$ cat src/rtl/cache_pkg.sv
// Shared geometry constants, FSM state encoding and byte-select helper for the
// write-back data cache.
package cache_pkg;

    localparam int unsigned TAG_W   = 3;
    localparam int unsigned INDEX_W = 3;
    localparam int unsigned LINES   = 8;
    localparam int unsigned BLOCK_W = 32;

    typedef enum logic [1:0] {
        StIdle,
        StWriteBack,
        StMemRead,
        StUpdate
    } cache_state_e;

    // Offset 0 lives in the least significant byte of the block.
    function automatic logic [7:0] select_byte(input logic [BLOCK_W-1:0] blk,
                                               input logic [1:0]         off);
        return blk[{off, 3'b000} +: 8];
    endfunction

endpackage

$ cat src/rtl/cache_line_array.sv
// Line storage for the direct-mapped cache: valid/dirty flags, tags, data blocks
// and the combinational hit compare for the addressed line.
module cache_line_array
    import cache_pkg::*;
(
    input  logic               CLK,
    input  logic               RESET,
    input  logic [INDEX_W-1:0] index_i,
    input  logic [TAG_W-1:0]   tag_i,
    input  logic [1:0]         offset_i,
    input  logic [7:0]         byte_i,
    input  logic               byte_we_i,
    input  logic               fill_i,
    input  logic [BLOCK_W-1:0] fill_data_i,
    output logic               hit_o,
    output logic               line_valid_o,
    output logic               line_dirty_o,
    output logic [TAG_W-1:0]   line_tag_o,
    output logic [BLOCK_W-1:0] line_data_o
);

    logic [LINES-1:0]   valid_q;
    logic [LINES-1:0]   dirty_q;
    logic [TAG_W-1:0]   tag_q  [LINES];
    logic [BLOCK_W-1:0] data_q [LINES];

    assign line_valid_o = valid_q[index_i];
    assign line_dirty_o = dirty_q[index_i];
    assign line_tag_o   = tag_q[index_i];
    assign line_data_o  = data_q[index_i];
    assign hit_o        = valid_q[index_i] && (tag_q[index_i] == tag_i);

    always_ff @(posedge CLK) begin
        if (RESET) begin
            valid_q <= '0;
            dirty_q <= '0;
        end else if (fill_i) begin
            valid_q[index_i] <= 1'b1;
            dirty_q[index_i] <= 1'b0;
        end else if (byte_we_i) begin
            dirty_q[index_i] <= 1'b1;
        end
    end

    // Tags and data need no reset: they are ignored while the valid bit is clear.
    always_ff @(posedge CLK) begin
        if (!RESET) begin
            if (fill_i) begin
                tag_q[index_i]  <= tag_i;
                data_q[index_i] <= fill_data_i;
            end else if (byte_we_i) begin
                data_q[index_i][{offset_i, 3'b000} +: 8] <= byte_i;
            end
        end
    end

endmodule

$ cat src/rtl/wb_data_cache.sv
// Direct-mapped, write-back, write-allocate data cache: miss FSM, CPU port and
// block-level memory port around the cache_line_array storage.
module wb_data_cache
    import cache_pkg::*;
(
    input  logic               CLK,
    input  logic               RESET,
    input  logic               read,
    input  logic               write,
    input  logic [7:0]         address,
    input  logic [7:0]         writedata,
    output logic [7:0]         readdata,
    output logic               busywait,
    output logic               mem_read,
    output logic               mem_write,
    output logic [5:0]         mem_address,
    output logic [BLOCK_W-1:0] mem_writedata,
    input  logic [BLOCK_W-1:0] mem_readdata,
    input  logic               mem_busywait
);

    cache_state_e state_q, state_d;

    logic [TAG_W-1:0]   tag;
    logic [INDEX_W-1:0] index;
    logic [1:0]         offset;
    logic               access;
    logic               hit;
    logic               line_valid;
    logic               line_dirty;
    logic [TAG_W-1:0]   line_tag;
    logic [BLOCK_W-1:0] line_data;
    logic               fill;
    logic               byte_we;

    assign tag    = address[7:5];
    assign index  = address[4:2];
    assign offset = address[1:0];
    assign access = read | write;

    cache_line_array u_lines (
        .CLK          (CLK),
        .RESET        (RESET),
        .index_i      (index),
        .tag_i        (tag),
        .offset_i     (offset),
        .byte_i       (writedata),
        .byte_we_i    (byte_we),
        .fill_i       (fill),
        .fill_data_i  (mem_readdata),
        .hit_o        (hit),
        .line_valid_o (line_valid),
        .line_dirty_o (line_dirty),
        .line_tag_o   (line_tag),
        .line_data_o  (line_data)
    );

    always_comb begin
        state_d       = state_q;
        mem_read      = 1'b0;
        mem_write     = 1'b0;
        mem_address   = '0;
        mem_writedata = '0;
        fill          = 1'b0;
        byte_we       = 1'b0;
        unique case (state_q)
            StIdle: begin
                if (access && !hit) begin
                    state_d = (line_valid && line_dirty) ? StWriteBack : StMemRead;
                end else if (write && hit) begin
                    byte_we = 1'b1;
                end
            end
            StWriteBack: begin
                mem_write     = 1'b1;
                mem_address   = {line_tag, index};
                mem_writedata = line_data;
                if (!mem_busywait) state_d = StMemRead;
            end
            StMemRead: begin
                mem_read    = 1'b1;
                mem_address = address[7:2];
                if (!mem_busywait) state_d = StUpdate;
            end
            StUpdate: begin
                fill    = 1'b1;
                state_d = StIdle;
            end
            default: state_d = StIdle;
        endcase
    end

    // After UPDATE the still-held request is retried in IDLE and hits.
    assign busywait = (access && !hit) || (state_q != StIdle);
    assign readdata = (read && hit) ? select_byte(line_data, offset) : 8'h00;

    always_ff @(posedge CLK) begin
        if (RESET) state_q <= StIdle;
        else       state_q <= state_d;
    end

endmodule

$ cat config.mk
export PLATFORM = sky130hd
export DESIGN_NAME = wb_data_cache
export DESIGN_NICKNAME = d
export VERILOG_FILES = /design/src/rtl/cache_pkg.sv /design/src/rtl/cache_line_array.sv /design/src/rtl/wb_data_cache.sv
export SDC_FILE = /design/constraint.sdc
export NUM_CORES = 1
export LEC_CHECK = 0
export ABC_AREA = 0
export BUFFER_PORTS_ARGS = -buffer_cell sky130_fd_sc_hd__buf_2
export CORE_UTILIZATION = 30
export CTS_BUF_LIST = sky130_fd_sc_hd__clkbuf_8
export DETAILED_ROUTE_END_ITERATION = 10
export HOLD_SLACK_MARGIN = 0.15
export SLEW_MARGIN = 20
export SYNTH_ARGS = -nofsm -noshare
export SYNTH_HDL_FRONTEND = slang
export SYNTH_HIERARCHICAL = 1
export SYNTH_SLANG_ARGS = --single-unit
$ cat constraint.sdc
create_clock -name CLK -period 3.4 [get_ports CLK]
set_input_delay 0.51 -clock CLK [delete_from_list [all_inputs] [get_ports CLK]]
set_output_delay 0.51 -clock CLK [all_outputs]
set_load 0.01 [all_outputs]
# After elaboration in Yosys (flattened, before gate mapping)
# Memory sizes are Yosys's and may differ from the RTL's.
# Cells that the tools add are included.
# totals
output_inout_bits	49
mem_bits_rw	280
mem_count	2
elab_cells	128
register_bits	18
in_bits	53
# classes
muxes	61
bitwise_logic	37
n_shift	3
order_cmp	2
n_reduce_logical	12
n_eq_ne	7
n_addsub	1
# mem_list
name	words	width	read_ports	rd_clocked_by_memory_dff	write_ports	line_no	text
u_lines.data_q	8	32	1	0	1	cache_line_array.sv:25	logic [BLOCK_W-1:0] data_q [LINES];
u_lines.tag_q	8	3	1	0	1	cache_line_array.sv:24	logic [TAG_W-1:0] tag_q [LINES];
# op_table
operator	n
$mux 32	2
$mux 1	47
$or 1x1->1	33
$shift 8x7->32 const A	1
$shiftx 32x6->8	1
$shiftx 8x7->32	1
$mux 8	3
$or 8x8->8	2
$pmux 6 s2	1
$and 8x8->8	1
$mux 2	4
$not 8->8	1
$pmux 2 s4	1
$neg 5->7	1
$bmux 1 s3	2
$logic_and 1x1->1	6
$ne 2x2->1 const B	3
$eq 2x2->1 const B	2
$lt 3x4->1 const B	1
$reduce_bool 2->1	2
$demux 1 s3	1
$eq 3x3->1	1
$ge 3x1->1 const B	1
$reduce_and 3->1	1
4 further kinds	4

# Longest topological paths before layout
# logic_depth
depth_word	12
depth_mapped	15
mapped_depth_nobuf	10

# Cells and area by module
# Netlist, hierarchy kept.
# by_module_without_submodules
module	cells_each	seq_area_each_um2	area_each_um2	instances
cache_line_array	792	8728.4	12079.1	1
wb_data_cache	87	40.0	733.2	1

# Worst setup path after synthesis
# No wires, ideal clock.
# synth_path
path_type	input port to flip-flop
start	in address[3]
end	mem u_lines.data_q[2][16], enable pin
n_path_buf	3
required_time_ns	3.030
arrival_ns	3.148
slack_ns	-0.119
stages	13
setup_time_ns	0.370
path_cell_list	buf_6 mux4_1 nand2_1 nand2_1 xnor2_1 and4_1 and3_1 buf_2 nor3b_4 nand2_2 and2_1 clkbuf_1 nor2_1
# synth_via
elab_chain_cells	12
elab_cells_between_ends	16
cone_classes	eq/ne (1); mux (9); bitwise (1); reduce/logical (4); memory (1)
# synth_lines
item	line_no	text
start: declaration	wb_data_cache.sv:10	input logic [7:0] address,
$mem_v2 8x3 (*)	--	
via line_tag[2]	wb_data_cache.sv:31	logic [TAG_W-1:0] line_tag;
$eq 3x3->1 (*)	cache_line_array.sv:31	assign hit_o = valid_q[index_i] && (tag_q[index_i] == tag_i);
$logic_and 1x1->1 (*)	cache_line_array.sv:31	
via hit	wb_data_cache.sv:28	logic hit;
$logic_and 1x1->1 or $logic_not 1->1 (tied branches)	wb_data_cache.sv:70, wb_data_cache.sv:68	
$mux 1 or $logic_and 1x1->1 (tied branches)	wb_data_cache.sv:70, wb_data_cache.sv:68	
$mux 1 (*)	wb_data_cache.sv:68	if (access && !hit) begin
$mux 1 (*)	wb_data_cache.sv:66	unique case (state_q)
via byte_we	wb_data_cache.sv:34	logic byte_we;
$mux 1 (*)	cache_line_array.sv:51	end else if (byte_we_i) begin
$mux 1 (*)	cache_line_array.sv:48	if (fill_i) begin
$mux 1 (*)	cache_line_array.sv:47	if (!RESET) begin
$mux 32 (not written as such) (*)	cache_line_array.sv:52	data_q[index_i][{offset_i, 3'b000} +: 8] <= byte_i;
$or 1x1->1 (no source line) (*)	--	
end: declaration	cache_line_array.sv:25	
# Mark *: on every way through the listed nets, which the timed path passes. The rest lies on a longest branch. The select of a mux whose other input is x is not followed.

# Final worst setup path
# layout_path
start	in address[2]
end	out readdata[4]
# layout_via
elab_cells_between_ends	9
cone_classes	eq/ne (1); shift (1); mux (3); reduce/logical (2); memory (2)
# layout_lines
item	line_no	text
$mem_v2 8x32	--	
via line_data[12]	wb_data_cache.sv:32	logic [BLOCK_W-1:0] line_data;
$shiftx 32x6->8	cache_pkg.sv:20	return blk[{off, 3'b000} +: 8];
$mux 8	wb_data_cache.sv:95	assign readdata = (read && hit) ? select_byte(line_data, offset) : 8'h00;
end: declaration	wb_data_cache.sv:12	output logic [7:0] readdata,
# The timed path passes the listed nets, and every way through them passes these cells. The select of a mux whose other input is x is not followed.

==> impl_metrics.csv <==
group,metric,value,unit
status,outcome,"completed",
synth,synthFlopType,"sky130_fd_sc_hd__edfxtp_1",
worst_setup_path,cp_num_buf_inv,6,
clock_network,holdBufCountCts,0,
placement,place_area,15100,um^2
floorplan,floorplan.die.height,209,um
timing,final_critical_path_setup_slack,58.0,ps
synth,synthDominantAreaCellType,"sky130_fd_sc_hd__edfxtp_1",
global_route,track_usage,0.180,
timing,maxClockFrequency,299,MHz
timing,final-max-slew-violation-count,0,
flow_run,cap_viol_max_count,0,
synth,synth.distinct_cells,53,
synth,synth-seq-area-share,0.684,
synth,syn_inst,879,
floorplan,die_width,209,um
clock_network,clock_latency,570,ps
worst_setup_path,gate_family_responsible_for_the_most_delay_along_the_worst_path,"buffers and inverters",
clock_network,cts-root-to-sink-buffers,3,
timing,grt_setup_unrepaired,"true",
timing,post-route-period-util,0.983,
worst_setup_path,critical_path_top_delay_cell,"sky130_fd_sc_hd__mux4_2",
clock_network,num_cts_buffers,48,
synth,syn_avg_cell_area,14.6,um^2
detailed_routing,routedWlPerCell,23.1,um
clock_network,cts.clk_slew.worst_paths,60,ps
detailed_routing,wirelength,40.1,mm
global_route,antenna_violations_before_repair,0,
clock_network,clock_sinks,298,
global_route,grt_first_pass_wirelength,57.5,mm
synth,netlist.area_leader.share,0.656,
floorplan,die_footprint,43500,um^2
placement,port-buffer-count,101,
finish,postLayoutCellArea,16300,um^2
timing,fin_skew,33.3,ps
synth,synth.top_cells.by_area,"sky130_fd_sc_hd__edfxtp_1 66%, sky130_fd_sc_hd__mux4_2 3.2%, sky130_fd_sc_hd__dfxtp_1 2.8%",
synth,postSynthRegisterBits,298,
synth,synth-async-reset-ratio,0,
worst_setup_path,timing.critical_path.to_type,"primary output",
floorplan,fp.coreArea,42000,um^2
worst_setup_path,start_kind,"primary input",
worst_setup_path,timing.critical_path.fanout_max,9,
detailed_routing,dr_total_vias,9069,
min_path,hold_path_class,"in2reg",
finish,finalNetCount,1229,
synth,post-synth-top-count-cell,"sky130_fd_sc_hd__edfxtp_1",
detailed_routing,drt_drc_violations_left,0,
finish,syn_to_layout_area_delta,27.3,%
worst_setup_path,critical_path.cell_chain,"clkbuf_4 -> buf_4 -> nand2_2 -> buf_4 -> nor2_2 -> buf_4 -> buf_4 -> a22oi_1 -> nand3_1 -> mux4_2 -> and3_1 -> buf_2",
detailed_routing,antenna_violating_nets_post_route,0,
clock_network,tritoncts_clock_tree,"yes",
synth,synth_commonest_cells,"280 x sky130_fd_sc_hd__edfxtp_1, 83 x sky130_fd_sc_hd__nand2_1, 65 x sky130_fd_sc_hd__nor2_1",
timing,hold_violations,0,
clock_network,cts-htree-levels,2,
worst_setup_path,type_of_the_setup_path_with_the_least_slack,"in2out",
synth,ys.warnings.count,6,
detailed_routing,viasPerCell,5.22,
timing,timing.hold.ws,313,ps
detailed_routing,tritonroute_pass_1_iters,5,
global_route,grt_remaining_overflow,0,
worst_setup_path,cp_data_required_time,2890,ps
floorplan,rows,75,
clock_network,clock_root_buffer,"sky130_fd_sc_hd__clkbuf_8",
timing,worst_slew_margin_rel,0.462,
worst_setup_path,cell_occurring_most_often_along_the_worst_timing_path,"sky130_fd_sc_hd__buf_4",
synth,synth.cell_area,12800,um^2
finish,layout-drive-gt1-share,0.362,
synth,post_synth_edffs,280,
power_and_ir_drop,total_power,7.74,mW
worst_setup_path,cp.arrival,2830,ps
placement,preCtsSetupSlack,-244,ps
timing,setup_tns,0,ps
finish,num_antenna_cells,0,
detailed_routing,drt_iter0_drc,968,
floorplan,design.portCount,102,
power_and_ir_drop,leakage,6.05,nW
power_and_ir_drop,power.ir.vdd_worst,0.244,mV
timing,worst_slew_pin_slew,805,ps
timing,report.final.setup_viol,0,
global_route,number_of_global_route_vias_before_repair,8734,
timing,min_period,3340,ps
synth,syn_nets,942,
floorplan,start_util,0.305,
worst_setup_path,critical_path.max_stage_delay,580,ps
power_and_ir_drop,power.density_cell_area,474,nW/um^2
placement,detailedPlacementHpwl,28.5,mm
finish,n_fill_cell,3954,
global_route,grt_start_max_net_pins,28,
placement,place.gp.congestion,0.908,
-- worst register-to-register path, stage by stage, from the launching register on --
cell                       delay [ps]
sky130_fd_sc_hd__edfxtp_1         370
sky130_fd_sc_hd__mux4_1           500
sky130_fd_sc_hd__nand2_1           80
sky130_fd_sc_hd__nand2_1           80
sky130_fd_sc_hd__xnor2_1          170
sky130_fd_sc_hd__and4_1           220
sky130_fd_sc_hd__and3_1           190
sky130_fd_sc_hd__nor3b_4          330
sky130_fd_sc_hd__buf_4            180
sky130_fd_sc_hd__buf_4            110
sky130_fd_sc_hd__nand2_2           80
sky130_fd_sc_hd__and2_1           240
sky130_fd_sc_hd__nor2_1           250
sky130_fd_sc_hd__buf_4            210
-- metal layers --
layer / GRT usage / share of wire / up-vias
met5: 0 / 0 / -
met1: 0.262 / 0.44 / 4499
met3: 0.0457 / 0.10 / 57
met4: 0.0439 / 0.017 / 0
met2: 0.269 / 0.44 / 522
li1: - / - / 3991
-- through the flow --
| step | std cells | utilization |
|---|---|---|
| after CTS | 1726 | 0.381 |
| after floorplan | 879 | - |
| final | 1738 | 0.388 |
| after detailed placement | 1637 | 0.358 |
| after global routing | 1738 | 0.388 |
| after global placement | 1637 | 0.358 |
-- cell usage in the layout (no fill, tap or decap), drive strengths merged, types with 6 or more instances in the layout --
cell,instances
buf,291
o21ai,51
and3,11
nor3,6
a221o,7
mux2i,26
a221oi,35
nor2,67
a22oi,25
edfxtp,280
mux4,20
and2,42
ha,10
clkbuf,52
nor2b,7
a211oi,9
inv,32
clkinv,14
nand3,9
mux2,26
dfxtp,18
nand2,84
a21oi,24
a22o,17
o22ai,8
-- power by group --
group	internal [mW]	switching [mW]
combinational	0.417	0.560
sequential	4.03	0.0130
clock	1.36	1.36
-- flip-flops by register name, summed over array words and instances, names as in the netlist, named ones only --
| register | flops |
|---|---|
| u_lines/tag_q | 24 |
| state_q | 2 |
| u_lines/valid_q | 8 |
| u_lines/data_q | 256 |
-- cells by family (layout without fill, tap and decap cells) --
kind of cell / Yosys count / in the layout / share of synthesized area
flip-flops: 298 / 298 / 0.684
AND/OR/NAND/NOR: 235 / 235 / 0.0891
AO/OA/AOI/OAI: 190 / 190 / 0.104
multiplexers: 72 / 72 / 0.0801
buffers and inverters: 71 / 391 / 0.0311
adder cells (fa/ha/maj): 10 / 10 / 0.00977
XOR/XNOR: 3 / 3 / 0.00205
-- worst paths after layout --
path | startpoint | cells past startpoint | slack, ps | end
max | address[2] | 12 | 60 | readdata[4]
min | address[7] | 1 | 310 | u_lines/tag_q[7][2]$_DFFE_PP_
max reg2reg | u_lines/tag_q[4][2]$_DFFE_PP_ | 13 | 120 | u_lines/data_q[3][19]$_DFFE_PP_
min reg2reg | u_lines/valid_q[4]$_SDFFE_PP0P_ | 2 | 480 | u_lines/valid_q[4]$_SDFFE_PP0P_
-- final cells by class --
cell class | count | area (um^2) | area share
Clock buffer | 50 | 688 | 0.0422
Timing Repair Buffer | 294 | 2240 | 0.137
Sequential cell | 298 | 8770 | 0.537
Clock inverter | 33 | 141 | 0.00867
Multi-Input combinational cell | 510 | 3750 | 0.230
Inverter | 14 | 52.6 | 0.00322
Tap cell | 539 | 674 | 0.0413
-- repair_timing --
item / 4_1_cts / 5_1_grt
resized for setup: 20 / 39
cloned: 1 / 1
setup buffers: 5 / 11
pin swaps: 1 / 5
setup endpoints to repair: 8 / 46
Power figures use the tool's default switching activity.
